File: src/rtl/expr_tx.sv
// Serialises a BCD sum-of-products expression as ASCII: digit (op digit)* then a 00 terminator.
// Define EXPR_TX_EVAL_EN to also evaluate the expression ('*' before '+') into result.
module expr_tx (
    input  logic        clk,
    input  logic        clr,
    input  logic        start,
    input  logic [2:0]  len,
    input  logic [31:0] digits,
    input  logic [6:0]  ops,
    output logic [7:0]  out,
    output logic        valid,
    output logic        busy,
    output logic        done,
    output logic        err,
    output logic [15:0] result
);

    typedef enum logic [1:0] {
        IDLE = 2'd0,
        DIG  = 2'd1,
        OP   = 2'd2,
        TERM = 2'd3
    } state_t;

    state_t      state, state_nx;
    logic [2:0]  k;
    logic [2:0]  len_q;
    logic [31:0] digits_q;
    logic [7:0]  ops_q;
    logic        err_q;
    logic        bad;
    logic        accept;
    logic [3:0]  cur_dig;

    // Only operands 0..len are screened; higher nibbles are don't-care.
    always_comb begin
        bad = 1'b0;
        for (int i = 0; i < 8; i++) begin
            if ((i <= int'(len)) && (digits[4*i +: 4] > 4'd9))
                bad = 1'b1;
        end
    end

    assign accept  = (state == IDLE) && start && !bad;
    assign cur_dig = digits_q[4*k +: 4];

    always_ff @(posedge clk or posedge clr) begin
        if (clr) begin
            state    <= IDLE;
            k        <= 3'd0;
            len_q    <= 3'd0;
            digits_q <= 32'd0;
            ops_q    <= 8'd0;
            err_q    <= 1'b0;
        end else begin
            state <= state_nx;
            err_q <= (state == IDLE) && start && bad;
            if (accept) begin
                k        <= 3'd0;
                len_q    <= len;
                digits_q <= digits;
                ops_q    <= {1'b0, ops};
            end else if (state == OP) begin
                k <= k + 3'd1;
            end
        end
    end

    always_comb begin
        state_nx = state;
        out      = 8'h00;
        valid    = 1'b0;
        done     = 1'b0;
        case (state)
            IDLE: if (accept) state_nx = DIG;
            DIG: begin
                out      = 8'h30 + {4'h0, cur_dig};
                valid    = 1'b1;
                state_nx = (k < len_q) ? OP : TERM;
            end
            OP: begin
                out      = ops_q[k] ? 8'h2A : 8'h2B;
                valid    = 1'b1;
                state_nx = DIG;
            end
            TERM: begin
                valid    = 1'b1;
                done     = 1'b1;
                state_nx = IDLE;
            end
            default: state_nx = IDLE;
        endcase
    end

    assign busy = (state != IDLE);
    assign err  = err_q;

`ifdef EXPR_TX_EVAL_EN
    logic [15:0] sum, prod, res;
    logic [3:0]  nxt_dig;
    logic [2:0]  k_nx;

    assign k_nx    = k + 3'd1;
    assign nxt_dig = digits_q[4*k_nx +: 4];

    // prod carries the running product term; it folds into sum on each '+'.
    always_ff @(posedge clk or posedge clr) begin
        if (clr) begin
            sum  <= 16'd0;
            prod <= 16'd0;
            res  <= 16'd0;
        end else if (accept) begin
            sum  <= 16'd0;
            prod <= {12'd0, digits[3:0]};
        end else if (state == OP) begin
            if (ops_q[k]) begin
                prod <= prod * {12'd0, nxt_dig};
            end else begin
                sum  <= sum + prod;
                prod <= {12'd0, nxt_dig};
            end
        end else if ((state == DIG) && (k == len_q)) begin
            res <= sum + prod;
        end
    end

    assign result = res;
`else
    assign result = 16'h0000;
`endif

endmodule

File: config.mk
export PLATFORM = sky130hd
export DESIGN_NAME = expr_tx
export DESIGN_NICKNAME = d
export VERILOG_FILES = /design/src/rtl/expr_tx.sv
export SDC_FILE = /design/constraint.sdc
export NUM_CORES = 1
export LEC_CHECK = 0
export ABC_AREA = 1
export BUFFER_PORTS_ARGS = -buffer_cell sky130_fd_sc_hd__clkbuf_2
export CELL_PAD_IN_SITES_DETAIL_PLACEMENT = 0
export CELL_PAD_IN_SITES_GLOBAL_PLACEMENT = 1
export CORE_ASPECT_RATIO = 1.5
export CORE_UTILIZATION = 39
export CTS_BUF_LIST = sky130_fd_sc_hd__clkbuf_4
export DETAILED_ROUTE_END_ITERATION = 10
export GPL_TIMING_DRIVEN = 0
export PLACE_DENSITY = 0.86
export SLEW_MARGIN = 25
export SYNTH_ARGS = -nofsm -noshare
export SYNTH_HDL_FRONTEND = slang
export SYNTH_SLANG_ARGS = --single-unit
File: constraint.sdc
create_clock -name clk -period 1.72 [get_ports clk]
set_input_delay 0 -clock clk [delete_from_list [all_inputs] [get_ports clk]]
set_output_delay 0 -clock clk [all_outputs]
set_load 0.02 [all_outputs]
==> results of run 1 <==
## registers in the layout, summed over array words and instances (netlist names)
signal / flops
ops_q: 7
digits_q: 32
k: 3
err: 1
len_q: 3
state: 2
## worst min-delay path, stage by stage
cell	delay [ns]
dlygate4sd3_1	0.54
clkbuf_2	0.11
inv_2	0.31
## cell families (layout without fill, tap and decap cells)
family                   count (synthesis)  count (layout)  share of synthesized area (%)
adder cells (fa/ha/maj)                  7               7                           3.24
buffers and inverters                   98             225                           17.1
AO/OA/AOI/OAI                           84              84                           16.3
AND/OR/NAND/NOR                        126             127                           18.5
flip-flops                              48              48                           44.4
XOR/XNOR                                 1               1                          0.324
other                                    1              18                          0.139
## what timing repair did
item / CTS / global route
endpoints found under the setup margin: 44 / 51
buffers inserted: 9 / 7
pin swaps: 10 / 6
hold endpoints to repair: 91 / 0
cloned: 2 / 3
gates resized for setup: 35 / 55
hold buffers: 44 / 0
## synth_stat cells (5+ instances only)
master	number
buf_4	21
ha_1	7
nor2_1	36
nand2_1	82
a21oi_1	6
buf_2	11
nand3_1	5
o21ai_1	44
dfrtp_1	48
inv_1	63
o21ai_0	25
## power breakdown
| part | internal (mW) | switching, mW | leakage, nW |
|---|---|---|---|
| combinational | 1.47 | 1.71 | 1.60 |
| sequential | 1.68 | 0.412 | 0.604 |
| clock | 0.297 | 0.367 | 0.0403 |
## per-stage QoR
step | util, % | setup slack [ns] | power, mW
after CTS | 57.7 | -0.105 | 5.51
after global placement | 47.3 | -0.0194 | 4.33
after detailed placement | 47.6 | -0.0302 | 4.40
after floorplan | - | 0.298 | 3.68
after global routing | 61.6 | -0.180 | 6.40
final | 61.6 | -0.0921 | 5.94
## per-layer routing
layer	share of wire, %	GRT usage [%]	vias to the layer above
met5	0	0	-
met4	4.1	9.71	0
met3	3.3	3.00	22
met2	53	37.8	74
met1	40	25.7	1274
li1	-	-	1389
## cell type report
cell class,count,area share (%)
buffer,34,7.12
clock buffer,5,0.921
clock inverter,3,0.921
inverter,64,6.20
multi-input combinational,237,29.7
sequential,48,29.5
tap,76,2.33
timing repair buffer,119,23.3
## worst paths after layout
| kind | startpoint | to | depth (start not counted) |
|---|---|---|---|
| worst max-delay path | k[0] | out[2] | 6 |
| worst min-delay path | clr | digits_q[12] | 3 |
| worst max register to register | state[1] | state[0] | 9 |
| worst min register to register | len_q[2] | len_q[2] | 2 |
| max in group asynchronous | clr | state[1] | 4 |
| min in group clk | ops[1] | ops_q[1] | 4 |
==> reports/metrics.yaml, run 1 <==
fillCellCount: 598
placeableCoreArea_sq_um: 6620
grt_start_max_net_pins: 32
worstSkewPairLatency_ns: 0.37
post_dp_cell_area_sq_um: 3150
drt-initial-drc-count: 146
synth_top_area_cell: "dfrtp_1"
placedCellCount: 513
ant_nets: 0
setup_ws_ns: -0.0921
violations: "negative setup slack"
yosysUniqueCellTypes: 24
place_congestion: 0.789
crit_arrival_ns: 1.81
setup_viol: 4
h-tree-depth: 2
avgSynthCellArea_sq_um: 7.41
start_kind: "flip-flop"
holdWs_ns: 0.140
layout-drive-gt1-share_pct: 28.4
route.detailed.drc: 0
antenna_cells: 0
peakVddDrop_mv: 0.642
outcome: "complete, but fails checks"
crit_path_max_fanout: 10
grt_pass1_vias: 2629
cts.sinks: 48
clk_pin_slew_ns: 0.14
io_buffers: 54
yosysWarnings: 0
hpwl_mm: 5.29
pin_count: 73
ys_async_sr_fraction_pct: 100
dieWidth_um: 70
synth.cell_area_sq_um: 2710
yosysSeqAreaShare_pct: 44.4
drt_pass1_iterations: 4
wl_mm: 7.81
crit_buf_inv: 2
p_per_area_nw_per_um2: 1460
path_delay_family: "flip-flops"
period_minus_slack_ns: 1.81
ys_seq_elements: 48
fin_cells: 586
cpMaxStageDelayCell: "dfrtp_2"
overflow: 0
dieArea_sq_um: 7280
setup_tns_ns: -0.264
grtUsageTotal_pct: 21.6
leakage_nw: 2.24
numCtsBuffers: 5
vias_per_cell: 4.71
root_buffer: "clkbuf_4"
layout_commonest_cell: "nand2_1"
fp.dieH_um: 104
yosysTopAreaCellShare_pct: 44.4
fin_nets: 561
grt_pass1_wl_mm: 12.4
path_cells: "buf_4 > o21ai_0 > o221ai_1 > nand3_1 > nor2_1 > clkbuf_4"
min_path_type: "input port to async pin"
synth-main-ff-cell: "dfrtp_1"
rsz0062_at_grt: "true"
crit_type: "flip-flop to primary output"
areaGrowthSynthToFinish_pct: 50.7
reg2reg_slack_ns: 0.08
antenna_found_initial: 0
wl_per_cell_um: 13.3
clock.fmax_mhz: 552
std_cell_rows: 36
start_util_pct: 40.9
cts_tree: "yes"
finalInstanceArea_sq_um: 4080
cpPeakStageDelay_ns: 0.48
hold_viol_final: 0
seqCellArea_sq_um: 1200
synth-edff-count: 0
skew_ns: 0.00743
route.vias.total: 2759
cp-end-kind: "primary output"
layout_common_cells: "nand2_1, inv_1, o21ai_1, clkbuf_2, dfrtp_1"
multi_input_area_sq_um: 1210
period_share_pct: 105
slew_violations: 0
netlist_instances: 365
critPathRequiredTime_ns: 1.72
synth_area_leaders: "dfrtp_1, nand2_1, inv_1, o21ai_1, buf_4"
cap_viol_max_count: 0
clockBufferDepth: 2
Power figures use the tool's default switching activity.
==> run 2: changes to the inputs <==
==> constraint.sdc (replaced) <==
create_clock -name clk -period 1.7 [get_ports clk]
set_input_delay 0 -clock clk [delete_from_list [all_inputs] [get_ports clk]]
set_output_delay 0 -clock clk [all_outputs]
set_load 0.02 [all_outputs]
==> run 2 against run 1 <==
  * Via count up 0.33%
  * Sequential share of layout area shrank 0.25 points
  * Final area rose by 0.86%
  * Clock power is 1% higher
  * Count of clock-buffer cells in the layout stayed put
  * The flow still finishes with violations (negative setup slack)
  * Die area stayed put
  * Sequential power about the same
  * First-iteration DRC count rose by 36%
  * Clock skew rose by 0.0058 ns
==> reports/metrics.yaml, run 2 (synthesized netlist as in run 1, its figures left out) <==
clock.fmax_mhz: 545
cp-end-kind: "primary output"
root_buffer: "clkbuf_4"
worstSkewPairLatency_ns: 0.38
ant_nets: 0
route.detailed.drc: 0
wl_mm: 8.04
grtUsageTotal_pct: 21.6
min_path_type: "input port to async pin"
clockBufferDepth: 2
dieWidth_um: 70
fin_nets: 564
drt-initial-drc-count: 198
cts_tree: "yes"
skew_ns: 0.0133
fp.dieH_um: 104
cap_viol_max_count: 0
cts.sinks: 48
grt_pass1_wl_mm: 12.4
setup_viol: 4
violations: "negative setup slack"
setup_ws_ns: -0.134
period_share_pct: 108
areaGrowthSynthToFinish_pct: 52.0
p_per_area_nw_per_um2: 1460
period_minus_slack_ns: 1.83
crit_type: "flip-flop to primary output"
antenna_cells: 0
std_cell_rows: 36
slew_violations: 0
numCtsBuffers: 5
drt_pass1_iterations: 4
place_congestion: 0.789
route.vias.total: 2768
grt_pass1_vias: 2629
outcome: "complete, but fails checks"
critPathRequiredTime_ns: 1.70
placeableCoreArea_sq_um: 6620
pin_count: 73
antenna_found_initial: 0
layout_commonest_cell: "nand2_1"
start_kind: "flip-flop"
crit_path_max_fanout: 10
layout_common_cells: "nand2_1, inv_1, o21ai_1, clkbuf_2, dfrtp_1"
hold_viol_final: 0
overflow: 0
leakage_nw: 2.25
clk_pin_slew_ns: 0.14
reg_top3: "digits_q (32), ops_q (7)"
io_buffers: 54
vias_per_cell: 4.70
pre_cts_ws_ns: -0.0502
setup_tns_ns: -0.411
dieArea_sq_um: 7280
start_util_pct: 40.9
top_register: "digits_q"
layout-drive-gt1-share_pct: 28.8
crit_arrival_ns: 1.83
wl_per_cell_um: 13.6
largest_reg_flops: 32
hpwl_mm: 5.29
h-tree-depth: 2
rsz0062_at_grt: "true"
fillCellCount: 598
grt_start_max_net_pins: 32
peakVddDrop_mv: 0.583
## run 2: cell types whose count changed in the layout (fill, tap and decap cells not counted), sizes merged
cell   delta
buf       +2
nand4     +1
## run 2: final cells by class
type	instances	area, sq um	share of cell area [%]
multi-input cells	238	1230	30.0
repair buffers	121	957	23.3
well taps	76	95.1	2.31
clock buffers	5	37.5	0.913
clock inverters	3	37.5	0.913
inverters	64	253	6.15
flip-flops and latches	48	1200	29.3
plain buffers	34	294	7.15
## run 2: per-stage QoR
step,utilization [%],area [sq um],cells,hold WS [ns],total power [mW]
CTS,57.7,3820,576,0.132,5.58
floorplan,-,2770,382,0.133,3.73
global route,62.1,4110,589,0.176,6.46
finish,62.1,4110,589,0.125,6.01
global placement,47.3,3130,512,0.224,4.39
detailed placement,47.6,3150,513,-0.000421,4.45
## run 2: metal layers
metal	routed length [um]	global-route usage (%)
met1	3220	25.7
met5	0	0
met2	4290	37.8
met4	248	9.71
met3	279	3.00
## run 2: what timing repair did
| action | 4_1_cts | 5_1_grt |
|---|---|---|
| pin swaps | 10 | 6 |
| endpoints found under the hold margin | 91 | 0 |
| gates cloned | 2 | 7 |
| gates resized for setup | 35 | 61 |
| setup buffers | 9 | 6 |
| hold buffers | 44 | 0 |
| endpoints found under the setup margin | 51 | 52 |
## run 2: critical path: stages (launching register included)
cell      delay (ns)
dfrtp_2         0.48
buf_4           0.21
o21ai_0         0.10
o221ai_1        0.27
nand3_1         0.12
nor2_1          0.09
clkbuf_4        0.17
## run 2: final timing paths
check / slack [ns] / end / startpoint / depth (start not counted)
hold reg to reg: 0.50 / digits_q[27] / digits_q[27] / 2
min in group clk: 0.37 / digits_q[16] / digits[16] / 4
setup / recovery: -0.13 / out[2] / k[0] / 6
hold / removal: 0.12 / digits_q[12] / clr / 3
setup reg to reg: 0.06 / ops_q[4] / state[1] / 7
max in group asynchronous: 1.06 / state[1] / clr / 4
## run 2: power by group
group / total, mW / switching (mW) / internal (mW)
Combinational: 3.21 / 1.74 / 1.47
Sequential: 2.12 / 0.424 / 1.70
Clock: 0.674 / 0.374 / 0.301
==> run 3: changes to the inputs <==
--- a/config.mk
+++ b/config.mk
@@ -15,6 +15,8 @@
 export DETAILED_ROUTE_END_ITERATION = 10
 export GPL_TIMING_DRIVEN = 0
 export PLACE_DENSITY = 0.86
+export RECOVER_POWER = 100
+export REMOVE_ABC_BUFFERS = 1
 export SLEW_MARGIN = 25
 export SYNTH_ARGS = -nofsm -noshare
 export SYNTH_HDL_FRONTEND = slang
==> run 3 against run 2 <==
  * The run still ends with negative setup slack left
  * First-iteration DRC count shrank 26%
  * Worst hold slack better by 0.16 ns
  * Count of clock-buffer cells in the layout rose by 2
  * Final area fell by 7.8%
  * Highest routed layer unchanged
==> reports/metrics.yaml, run 3 (synthesized netlist as in run 1, its figures left out) <==
outcome: "complete, but fails checks"
violations: "negative setup slack"
ant_nets: 0
rr_worst_depth: 8
crit_buf_inv: 3
grt_pass1_wl_mm: 11.9
fp.dieH_um: 104
slew_violations: 0
cts_tree: "yes"
dieArea_sq_um: 7280
slew_headroom_pct: 53.2
layout-drive-gt1-share_pct: 21.6
grt_pass1_vias: 2575
route.vias.total: 2607
route.detailed.drc: 0
holdWs_ns: 0.282
place_congestion: 0.776
multi_input_area_sq_um: 1240
skew_ns: 0.00493
rsz0062_at_grt: "true"
start_util_pct: 40.9
std_cell_rows: 36
fillCellCount: 627
crit_path_max_fanout: 5
p_per_area_nw_per_um2: 1500
finalInstanceArea_sq_um: 3790
clk_pin_slew_ns: 0.13
leakage_nw: 2.03
cpMaxStageDelayCell: "dfrtp_4"
setup_ws_ns: -0.237
period_minus_slack_ns: 1.94
clock.fmax_mhz: 516
layout_commonest_cell: "nand2_1"
areaGrowthSynthToFinish_pct: 40.1
layout_common_cells: "nand2_1, inv_1, o21ai_1, clkbuf_2, dfrtp_1"
seqCellArea_sq_um: 1210
h-tree-depth: 2
path_delay_family: "compound AO/OA/AOI/OAI gates"
wl_mm: 7.08
largest_reg_flops: 32
peakVddDrop_mv: 0.471
root_buffer: "clkbuf_4"
path_cells: "clkinvlp_4 > buf_4 > nor2_1 > o211ai_1 > o211ai_1 > a21oi_1 > buf_4"
top_register: "digits_q"
hpwl_mm: 4.43
post_dp_cell_area_sq_um: 2950
antenna_cells: 0
crit_type: "flip-flop to primary output"
tightest_slew_ns: 0.702
post-route-util_pct: 57.3
drt-initial-drc-count: 146
wl_per_cell_um: 12.8
worst-path-stages: 7
dieWidth_um: 70
cap_viol_max_count: 0
numCtsBuffers: 5
hold_viol_final: 0
grt_start_max_net_pins: 50
io_buffers: 54
cpPeakStageDelay_ns: 0.54
antenna_found_initial: 0
reg_top3: "digits_q (32), ops_q (7)"
grtUsageTotal_pct: 20.7
pin_count: 73
min_path_type: "input port to async pin"
clockBufferDepth: 2
crit_arrival_ns: 1.94
start_kind: "flip-flop"
drt_pass1_iterations: 4
setup_viol: 4
vias_per_cell: 4.71
cts.sinks: 48
overflow: 0
placeableCoreArea_sq_um: 6620
period_share_pct: 114
critPathRequiredTime_ns: 1.70
fin_nets: 528
cp-end-kind: "primary output"
worstSkewPairLatency_ns: 0.34
[run 3: changes by cell type in the layout (fill, tap and decap cells not counted), moves of 3 or more]
cell,delta
nand2_2,-3
inv_1,+3
buf_6,-10
clkbuf_1,+4
nand2_1,+3
inv_2,-3
buf_4,-26
clkbuf_2,-4
[run 3: stage by stage]
step	power, mW	setup TNS, ns	cells	worst slack (ns)
global placement	4.21	-35.34	478	-0.722
floorplan	3.60	-12.32	348	-0.283
detailed placement	4.29	-17.34	480	-0.458
finish	5.67	-0.783	553	-0.237
global route	6.14	-6.19	553	-0.321
CTS	5.48	-0.842	550	-0.228
[run 3: path summary, 6_finish.rpt]
kind | from | endpoint | slack, ns
max | k[0] | out[0] | -0.24
min | clr | digits_q[2] | 0.28
max reg2reg | state[1] | digits_q[0] | 0.11
min reg2reg | digits_q[8] | digits_q[8] | 0.50
max in group asynchronous | clr | k[1] | 0.28
min in group clk | digits[6] | err | 0.29
[run 3: repair_timing]
action / 4_1_cts / 5_1_grt
hold endpoints to repair: 91 / 0
pin swaps: 10 / 11
buffers inserted: 14 / 3
hold buffers: 44 / 0
endpoints found under the setup margin: 51 / 51
gates cloned: 4 / 0
resized for setup: 34 / 18
[run 3: power by group]
part	switching (mW)	internal (mW)
Sequential	0.396	1.70
Combinational	1.67	1.37
Clock	0.335	0.192
[run 3: layout make-up]
class | instances | share of cell area [%]
Inverter | 64 | 6.53
Clock inverter | 1 | 0.0990
Sequential cell | 48 | 31.8
Tap cell | 76 | 2.51
Multi-Input combinational cell | 239 | 32.8
Timing Repair Buffer | 118 | 24.9
Clock buffer | 7 | 1.39
[run 3: layer usage]
metal	share of wire, %	global-route usage [%]	up-vias
met5	0	0	-
met4	1.3	6.14	0
met3	2.4	2.03	6
met2	55	40.0	58
met1	41	23.2	1218
li1	-	-	1325
[run 3: tightest hold or removal path: cells and delay by family]
| kind | cells | cell delay, ns |
|---|---|---|
| buf+inv | 3 | 1.13 |
